### config.mk
export PLATFORM = sky130hd
export DESIGN_NAME = pwm_capture
export DESIGN_NICKNAME = d
export VERILOG_FILES = /design/src/rtl/pwm_capture_pkg.sv /design/src/rtl/pwm_capture_sync_edge.sv /design/src/rtl/pwm_capture.sv
export SDC_FILE = /design/constraint.sdc
export NUM_CORES = 1
export LEC_CHECK = 0
export CORE_AREA = 2 2 86 88
export CTS_CLUSTER_SIZE = 30
export DETAILED_ROUTE_END_ITERATION = 16
export DIE_AREA = 0 0 88 90
export PLACE_DENSITY_LB_ADDON = 0.2
export SLEW_MARGIN = 20
export SYNTH_ARGS = -nofsm -noshare
export SYNTH_HDL_FRONTEND = slang
export SYNTH_SLANG_ARGS = --single-unit
### constraint.sdc
create_clock -name clock -period 9.9 [get_ports clock]
set_input_delay 2.97 -clock clock [delete_from_list [all_inputs] [get_ports clock]]
set_output_delay 2.97 -clock clock [all_outputs]
set_load 0.01 [all_outputs]
### src/rtl/pwm_capture_pkg.sv
`default_nettype none
// ============================================================================
// Module      : pwm_capture_pkg
// Description : Shared constants for the PWM capture block: default duty
//               width (mirrors the phase driver's duty word), default timeout
//               and high-Z thresholds, and the capture FSM state encodings.
// Ports       : none (package)
// Revision    : 1.0 - initial release
// ============================================================================
package pwm_capture_pkg;

    // Width of the duty word shared with the phase driver.
    localparam int c_DEF_DUTY_CYCLE_WIDTH = 8;

    // Default thresholds used as top-level parameter defaults.
    localparam int c_DEF_CNT_WIDTH    = 16;
    localparam int c_DEF_TIMEOUT_CLKS = 1024;
    localparam int c_DEF_HIZ_CLKS     = 32;

    // Capture FSM state encodings.
    localparam logic [1:0] c_ST_IDLE = 2'd0;
    localparam logic [1:0] c_ST_HIGH = 2'd1;
    localparam logic [1:0] c_ST_LOW  = 2'd2;

endpackage : pwm_capture_pkg
`default_nettype wire

### src/rtl/pwm_capture_sync_edge.sv
`default_nettype none
// ============================================================================
// Module      : pwm_sync_edge
// Description : Two-flop synchronizer for one asynchronous gate pin, plus a
//               history flop for rise/fall detection.
// Ports       : clk     - system clock
//               rst     - asynchronous active-high reset
//               i_pin   - asynchronous pin input
//               o_level - synchronized pin level
//               o_rise  - one-cycle pulse on a synchronized rising edge
//               o_fall  - one-cycle pulse on a synchronized falling edge
// Revision    : 1.0 - initial release
// ============================================================================
module pwm_sync_edge
    import pwm_capture_pkg::*;
(
    input  logic clk,
    input  logic rst,
    input  logic i_pin,
    output logic o_level,
    output logic o_rise,
    output logic o_fall
);

    logic r_meta;
    logic r_sync;
    logic r_hist;

    always_ff @(posedge clk or posedge rst) begin
        if (rst) begin
            r_meta <= 1'b0;
            r_sync <= 1'b0;
            r_hist <= 1'b0;
        end else begin
            r_meta <= i_pin;
            r_sync <= r_meta;
            r_hist <= r_sync;
        end
    end

    assign o_level = r_sync;
    assign o_rise  = r_sync & ~r_hist;
    assign o_fall  = ~r_sync & r_hist;

endmodule : pwm_sync_edge
`default_nettype wire

### src/rtl/pwm_capture.sv
`default_nettype none
// ============================================================================
// Module      : pwm_capture
// Description : Decodes a complementary PWM pair back into a duty word and a
//               rising-to-rising period, reports a stuck high-side leg,
//               a high-Z condition (both legs off) and a sticky
//               shoot-through fault (both legs on).
// Ports       : clock       - system clock
//               reset       - asynchronous active-high reset
//               pwm_h       - high-side gate pin (asynchronous)
//               pwm_l       - low-side gate pin (asynchronous)
//               duty_cycle  - last decoded high time, saturated
//               period      - last rising-to-rising period, saturated
//               valid       - one-cycle strobe on duty_cycle/period update
//               stuck       - no pwm_h edge for TIMEOUT_CLKS clocks
//               hiz         - both legs low for at least HIZ_CLKS clocks
//               shoot_fault - sticky: both legs were high together
// Revision    : 1.0 - initial release
// ============================================================================
module pwm_capture
    import pwm_capture_pkg::*;
#(
    parameter int DUTY_CYCLE_WIDTH = c_DEF_DUTY_CYCLE_WIDTH,
    parameter int CNT_WIDTH        = c_DEF_CNT_WIDTH,
    parameter int TIMEOUT_CLKS     = c_DEF_TIMEOUT_CLKS,
    parameter int HIZ_CLKS         = c_DEF_HIZ_CLKS
) (
    input  logic                        clock,
    input  logic                        reset,
    input  logic                        pwm_h,
    input  logic                        pwm_l,
    output logic [DUTY_CYCLE_WIDTH-1:0] duty_cycle,
    output logic [CNT_WIDTH-1:0]        period,
    output logic                        valid,
    output logic                        stuck,
    output logic                        hiz,
    output logic                        shoot_fault
);

    localparam int c_IDLE_W = $clog2(TIMEOUT_CLKS + 1);
    localparam int c_HIZ_W  = $clog2(HIZ_CLKS + 1);

    localparam logic [c_IDLE_W-1:0]  c_TIMEOUT    = c_IDLE_W'(TIMEOUT_CLKS);
    localparam logic [c_IDLE_W-1:0]  c_TIMEOUT_M1 = c_IDLE_W'(TIMEOUT_CLKS - 1);
    localparam logic [c_HIZ_W-1:0]   c_HIZ        = c_HIZ_W'(HIZ_CLKS);
    localparam logic [CNT_WIDTH-1:0] c_DUTY_MAX   = CNT_WIDTH'((2 ** DUTY_CYCLE_WIDTH) - 1);

    // ------------------------------------------------------------------
    // Pin synchronizers
    // ------------------------------------------------------------------
    logic w_h_level;
    logic w_h_rise;
    logic w_h_fall;
    logic w_l_level;
    logic w_l_rise;
    logic w_l_fall;

    pwm_sync_edge u_sync_h (
        .clk     (clock),
        .rst     (reset),
        .i_pin   (pwm_h),
        .o_level (w_h_level),
        .o_rise  (w_h_rise),
        .o_fall  (w_h_fall)
    );

    pwm_sync_edge u_sync_l (
        .clk     (clock),
        .rst     (reset),
        .i_pin   (pwm_l),
        .o_level (w_l_level),
        .o_rise  (w_l_rise),
        .o_fall  (w_l_fall)
    );

    // Only the low-leg level matters; its edge pulses are not needed.
    logic w_unused_l_edges;
    assign w_unused_l_edges = w_l_rise | w_l_fall;

    // ------------------------------------------------------------------
    // Saturating increments and duty clamp
    // ------------------------------------------------------------------
    logic [CNT_WIDTH-1:0]        r_hi_cnt;
    logic [CNT_WIDTH-1:0]        r_per_cnt;
    logic [CNT_WIDTH-1:0]        w_hi_inc;
    logic [CNT_WIDTH-1:0]        w_per_inc;
    logic [DUTY_CYCLE_WIDTH-1:0] w_duty_sat;

    assign w_hi_inc   = (r_hi_cnt  == '1) ? r_hi_cnt  : r_hi_cnt  + CNT_WIDTH'(1);
    assign w_per_inc  = (r_per_cnt == '1) ? r_per_cnt : r_per_cnt + CNT_WIDTH'(1);
    assign w_duty_sat = (r_hi_cnt > c_DUTY_MAX) ? '1 : r_hi_cnt[DUTY_CYCLE_WIDTH-1:0];

    // ------------------------------------------------------------------
    // Edge timeout: counter parks at the threshold so the timeout strobe
    // fires only once per stuck episode. An edge in the same cycle clears
    // the counter and suppresses the timeout.
    // ------------------------------------------------------------------
    logic [c_IDLE_W-1:0] r_idle_cnt;
    logic                w_h_edge;
    logic                w_timeout;

    assign w_h_edge  = w_h_rise | w_h_fall;
    assign w_timeout = !w_h_edge && (r_idle_cnt == c_TIMEOUT_M1);

    always_ff @(posedge clock or posedge reset) begin
        if (reset) begin
            r_idle_cnt <= '0;
        end else if (w_h_edge) begin
            r_idle_cnt <= '0;
        end else if (r_idle_cnt != c_TIMEOUT) begin
            r_idle_cnt <= r_idle_cnt + c_IDLE_W'(1);
        end
    end

    // ------------------------------------------------------------------
    // Measurement FSM and published outputs
    // ------------------------------------------------------------------
    logic [1:0] r_state;

    always_ff @(posedge clock or posedge reset) begin
        if (reset) begin
            r_state    <= c_ST_IDLE;
            r_hi_cnt   <= '0;
            r_per_cnt  <= '0;
            duty_cycle <= '0;
            period     <= '0;
            valid      <= 1'b0;
            stuck      <= 1'b0;
        end else begin
            valid <= 1'b0;
            if (w_timeout) begin
                // Report the held level as 0% or 100% and drop the partial
                // measurement; a full period is needed before the next strobe.
                r_state    <= c_ST_IDLE;
                duty_cycle <= w_h_level ? '1 : '0;
                period     <= '0;
                valid      <= 1'b1;
                stuck      <= 1'b1;
            end else begin
                case (r_state)
                    c_ST_IDLE: begin
                        if (w_h_rise) begin
                            r_state   <= c_ST_HIGH;
                            r_hi_cnt  <= CNT_WIDTH'(1);
                            r_per_cnt <= CNT_WIDTH'(1);
                        end
                    end
                    c_ST_HIGH: begin
                        r_per_cnt <= w_per_inc;
                        if (w_h_fall) begin
                            r_state <= c_ST_LOW;
                        end else begin
                            r_hi_cnt <= w_hi_inc;
                        end
                    end
                    c_ST_LOW: begin
                        if (w_h_rise) begin
                            duty_cycle <= w_duty_sat;
                            period     <= r_per_cnt;
                            valid      <= 1'b1;
                            stuck      <= 1'b0;
                            r_state    <= c_ST_HIGH;
                            r_hi_cnt   <= CNT_WIDTH'(1);
                            r_per_cnt  <= CNT_WIDTH'(1);
                        end else begin
                            r_per_cnt <= w_per_inc;
                        end
                    end
                    default: begin
                        r_state <= c_ST_IDLE;
                    end
                endcase
            end
        end
    end

    // ------------------------------------------------------------------
    // High-Z detect and sticky shoot-through flag
    // ------------------------------------------------------------------
    logic [c_HIZ_W-1:0] r_hiz_cnt;
    logic [c_HIZ_W-1:0] w_hiz_next;
    logic               w_both_low;

    assign w_both_low = !w_h_level && !w_l_level;
    assign w_hiz_next = (r_hiz_cnt == c_HIZ) ? r_hiz_cnt : r_hiz_cnt + c_HIZ_W'(1);

    always_ff @(posedge clock or posedge reset) begin
        if (reset) begin
            r_hiz_cnt   <= '0;
            hiz         <= 1'b0;
            shoot_fault <= 1'b0;
        end else begin
            if (w_both_low) begin
                r_hiz_cnt <= w_hiz_next;
                hiz       <= (w_hiz_next == c_HIZ);
            end else begin
                r_hiz_cnt <= '0;
                hiz       <= 1'b0;
            end
            if (w_h_level && w_l_level) begin
                shoot_fault <= 1'b1;
            end
        end
    end

endmodule : pwm_capture
`default_nettype wire

* Word level (Yosys, flattened, before mapping)
Index checks and enable logic that the tools add are counted.
W data, S select, Z words.
** Operators by class
- Add/subtract/negate cells :: 4
- $mul :: 0
- Divide/modulo/power cells :: 0
- $lt $le $gt $ge :: 1
- Eq/ne operators :: 14
- Shift operators :: 0
- Mux-type cells :: 30
- Bitwise logic cells :: 6
- Reductions and logical operators :: 17
** Operator list (count)
- $mux W16 :: 8
- $pmux W16 S3 :: 1
- $mux W8 :: 5
- $add A16 B1 Y16 const B :: 2
- $eq A16 B16 Y1 const B :: 2
- $pmux W16 S2 :: 1
- $mux W11 :: 2
- $gt A16 B8 Y1 const B :: 1
- $eq A6 B6 Y1 const B :: 2
- $mux W6 :: 2
- $add A11 B1 Y11 const B :: 1
- $eq A11 B10 Y1 const B :: 1
- $ne A11 B11 Y1 const B :: 1
- $reduce_bool A2 Y1 :: 4
- $mux W1 :: 7
- $add A6 B1 Y6 const B :: 1
- $mux W2 :: 3
- $ne A2 B2 Y1 const B :: 3
- $reduce_and A5 Y1 :: 1
- $pmux W2 S2 :: 1
- $reduce_and A2 Y1 :: 2
- $logic_and A1 B1 Y1 :: 3
- $logic_not A1 Y1 :: 3
- $ne A3 B1 Y1 const B :: 1
- other kinds (11) :: 14
** Storage, ports and cells
- Register bits after elaboration :: 84
- Latch bits :: 0
- RAM bits :: 0
- Memory bits (read-only) :: 0
- Output and inout port bits :: 28
- Word-level logic and storage cells :: 88
- Memories :: 0

* Depth between registers and ports, before layout
- Depth in word-level cells :: 7
- Mapped depth :: 10

* Modules after synthesis
Synthesis repeated with hierarchy kept, for this count alone.
** Second synthesis, totals
- Cells, all modules :: 465
- Area, all modules :: 4326.6 um^2
** Modules (own cells, without submodules)
- pwm_capture :: times used 1, cells an instance 453, area each 4139.0 um^2, sequential area each 1976.9 um^2
- pwm_sync_edge :: times used 2, cells an instance 6, area each 93.8 um^2, sequential area each 75.1 um^2

* Worst setup path before layout
OpenSTA, ideal clock, no wires.
- Path type :: flip-flop to output port
- Start :: register period[0]
- End :: output period[0]
- Arrival :: 385 ps
- Slack :: 6545 ps
- Stages on the path, launching flop included :: 1
- Path buffers :: 0
- Cell sequence :: dfrtp_1
** RTL lines
- from (decl) :: RTL line pwm_capture.sv:33 : output logic [CNT_WIDTH-1:0] period,
- from (signal assigned) :: RTL line pwm_capture.sv:159 : period <= r_per_cnt;
No word-level cell between the ends.

* Worst setup path in the final report
- Start :: register duty_cycle[5]
- End :: output duty_cycle[5]
** RTL lines
- from (decl) :: RTL line pwm_capture.sv:32 : output logic [DUTY_CYCLE_WIDTH-1:0] duty_cycle,
- from (signal assigned) :: RTL line pwm_capture.sv:135 : duty_cycle <= w_h_level ? '1 : '0;
- from (signal assigned) :: RTL line pwm_capture.sv:158 : duty_cycle <= w_duty_sat;
No word-level cell between the ends.

==> results.sh <==
export IMPL_worstPathArrival_ps=1280
export IMPL_numPortBuffers=31
export IMPL_gp_congestion=0.842
export IMPL_ys_flop_type="dfrtp_1"
export IMPL_muxShareOfSynthArea_pct=0.974
export IMPL_cts_tree="built"
export IMPL_synth_area_leaders="dfrtp_1 50%, nand2_1 5.1%, a21oi_1 4.1%"
export IMPL_start_util_pct=60.4
export IMPL_via_count=3491
export IMPL_ctsRootBufferMaster="clkbuf_8"
export IMPL_synthSimpleGateAreaFrac_pct=23.8
export IMPL_cts_setup_buffers=0
export IMPL_setup_viol=0
export IMPL_tightest_slew_ps=917
export IMPL_area_growth_pct=13.8
export IMPL_finalCritPeriodShare_pct=42.9
export IMPL_die_w_um=88
export IMPL_syn_num_nets=467
export IMPL_drtIter0Drc=232
export IMPL_core_um2=7020
export IMPL_clk_insertion_delay_late_ps=360
export IMPL_synth_cell_types=52
export IMPL_fp_row_count=31
export IMPL_grt_antenna_before_repair=0
export IMPL_vdd_drop_max_v=0.000107
export IMPL_crit_path_max_incr_delay_ps=560
export IMPL_finalClockSkew_ps=11.0
export IMPL_clockBufferDepth=2
export IMPL_design_area_um2=4830
export IMPL_grt_pass1_wl_um=16200
export IMPL_synth_compound_area_share_pct=14.8
export IMPL_critPathKind="flip-flop to primary output"
export IMPL_avgSynthCellArea_um2=9.40
export IMPL_die_area_um2=7920
export IMPL_cpMaxStageDelayCell="clkdlybuf4s50_1"
export IMPL_synth_top_family_by_area="simple AND/OR/NAND/NOR gates"
export IMPL_synth_xor_area_share_pct=3.72
export IMPL_routed_wl_um=9030
export IMPL_p_leak_nw=2.01
export IMPL_drc_errors=0
export IMPL_antenna_cells=0
export IMPL_slew_limit_headroom_pct=38.9
export IMPL_slew_viol_final=0
export IMPL_rsz0062_at_grt="false"
export IMPL_cp_required_ps=6930
export IMPL_path_cells="clkdlybuf4s50_1"
export IMPL_syn_inst=451
export IMPL_ys_top_cells_by_count="84 x dfrtp_1, 58 x nand2_1, 35 x a21oi_1, 28 x nor2_1, 27 x nand3_1"
export IMPL_hold_viol=0
export IMPL_grt_max_degree=85
export IMPL_synth_edf_count=0
export IMPL_cts_resized_gates=0
export IMPL_die_y_um=90
export IMPL_netlist_area_um2=4240
export IMPL_p_per_area_nw_per_um2=209
export IMPL_hold_depth=0
export IMPL_drive_gt1_share_pct=5.22
export IMPL_grt_pass1_vias=3421
export IMPL_whs_endpoint="u_sync_h.o_level$_DFF_PP0_"
export IMPL_ctsHoldBuffers=0
export IMPL_hpwl_um=5920
export IMPL_synthAdderAreaFrac_pct=3.54
export IMPL_critPathTopFamily="buffers and inverters"
export IMPL_rr_startpoint="u_sync_h.o_level$_DFF_PP0_"
export IMPL_netlist_area_leader_share_pct=49.6
export IMPL_reg2reg_depth=6
export IMPL_max_cap_violations=0
export IMPL_yosysTopAreaCell="dfrtp_1"
export IMPL_wl_per_cell_um=15.6
export IMPL_fmax_mhz=235
export IMPL_min_period_ps=4250
export IMPL_hold_start="u_sync_h.r_meta$_DFF_PP0_"
export IMPL_async_flop_share_pct=100
export IMPL_finalNetCount=490
export IMPL_cts_made_buffers=9
export IMPL_firstDrtPassIters=4
export IMPL_crit_path_start_kind="flip-flop"
export IMPL_cts_sinks=84
export IMPL_yosysSeqAreaShare_pct=49.6
export IMPL_outcome="finished clean"
export IMPL_hp_class="flip-flop to flip-flop"
export IMPL_worst_setup_path_end_kind="primary output"
export IMPL_grt_overflow_total=0
export IMPL_reg2reg_slack_ps=6900
export IMPL_path_clk_slew_ps=80
export IMPL_pin_count=32
export IMPL_crit_reg2reg_capture="r_hi_cnt[0]$_DFFE_PP0P_"
export IMPL_viasPerCell=6.04
export IMPL_critPathBufInv=1
export IMPL_ys_ff_latch=84
export IMPL_grt_use_total_pct=25.7
export IMPL_ant_nets=0
export IMPL_yosysMostFrequentCell="dfrtp_1"
export IMPL_finalSetupTns_ps=0
export IMPL_htreeDepth=3
export IMPL_dpl_instance_area_um2=4590
export IMPL_crit_fanout=2
export IMPL_yosysWarningCount=0
metrics by stage:
step                worst slack (ps)  utilization [%]  total power (W)  hold slack [ps]  std cells
detailed placement              5520             65.4         0.000722              341        562
floorplan                       4760                -         0.000624              331        451
global route                    5600             68.7          0.00108              364        578
CTS                             5630             68.7          0.00101              360        578
global placement                5540             65.4         0.000709              337        562
finish                          5650             68.7          0.00101              360        578
final cells by class:
cell class,count,area (µm²)
Fill cell,565,2190
Sequential cell,84,2100
Multi-Input combinational cell,332,1990
Timing Repair Buffer,32,322
Clock buffer,12,135
Tap cell,99,124
Clock inverter,4,97.6
Inverter,15,57.6
cell usage in the layout (no fill, tap or decap), types with 3 or more instances in the layout:
master / count
nor2_1: 28
or3_1: 7
a22o_1: 3
xnor2_1: 11
or4_1: 5
nor3_1: 9
and2_1: 13
nor4_1: 8
xor2_1: 7
o21ai_0: 26
a21oi_1: 35
o31ai_1: 14
nand3_1: 27
mux2i_1: 3
clkbuf_8: 9
dfrtp_1: 84
ha_1: 12
and4_1: 3
a31oi_1: 4
o22ai_1: 9
inv_1: 14
nand4_1: 13
clkdlybuf4s50_1: 31
nand2_1: 58
and3_1: 4
clkbuf_1: 3
bufinv_16: 3
worst register-to-register path, delay by kind of cell (launching register included):
kind,cells,cell delay [ps]
compound gates,1,510
simple gates,3,980
mux,1,340
flops,1,510
fa+ha+maj,1,540
kinds of logic (layout without fill, tap and decap cells):
group,count (synthesis),after routing
AOI/OAI and AO/OA,104,104
xor gates and xnor gates,18,18
buffers and inverters,35,63
adders and majority gates,12,12
muxes,4,4
DFF,84,84
and+or+nand+nor,194,194
per-layer routing:
layer / track usage (%) / vias to the layer above / routed length [µm]
met1: 36.6 / 1700 / 4220
met3: 4.41 / 18 / 394
met2: 38.5 / 109 / 4220
met5: 0 / - / 0
li1: - / 1664 / -
met4: 11.0 / 0 / 193
registers in the layout, summed over array words and instances, names as in the netlist, 2 cells and up:
register / flops
r_idle_cnt: 11
r_per_cnt: 16
period: 16
r_hiz_cnt: 6
r_state: 2
duty_cycle: 8
r_hi_cnt: 16
how the worst max path moves through the flow:
stage,from,endpoint,slack (ps),cells after the start
floorplan,reset,duty_cycle[0]$_DFFE_PP0P_,4760,1
global placement,reset,period[2]$_DFFE_PP0P_,5540,3
detailed placement,reset,period[3]$_DFFE_PP0P_,5520,3
CTS,duty_cycle[5]$_DFFE_PP0P_,duty_cycle[5],5630,1
global route,period[14]$_DFFE_PP0P_,period[14],5600,1
finish,duty_cycle[5]$_DFFE_PP0P_,duty_cycle[5],5650,1
report_power, final:
part | total (W) | internal, W | switching, W
combinational | 0.000300 | 0.000121 | 0.000178
sequential | 0.000420 | 0.000382 | 0.0000373
clock | 0.000290 | 0.000168 | 0.000122
total | 0.00101 | 0.000672 | 0.000338
Note: power is estimated with default switching activity, not from simulation.
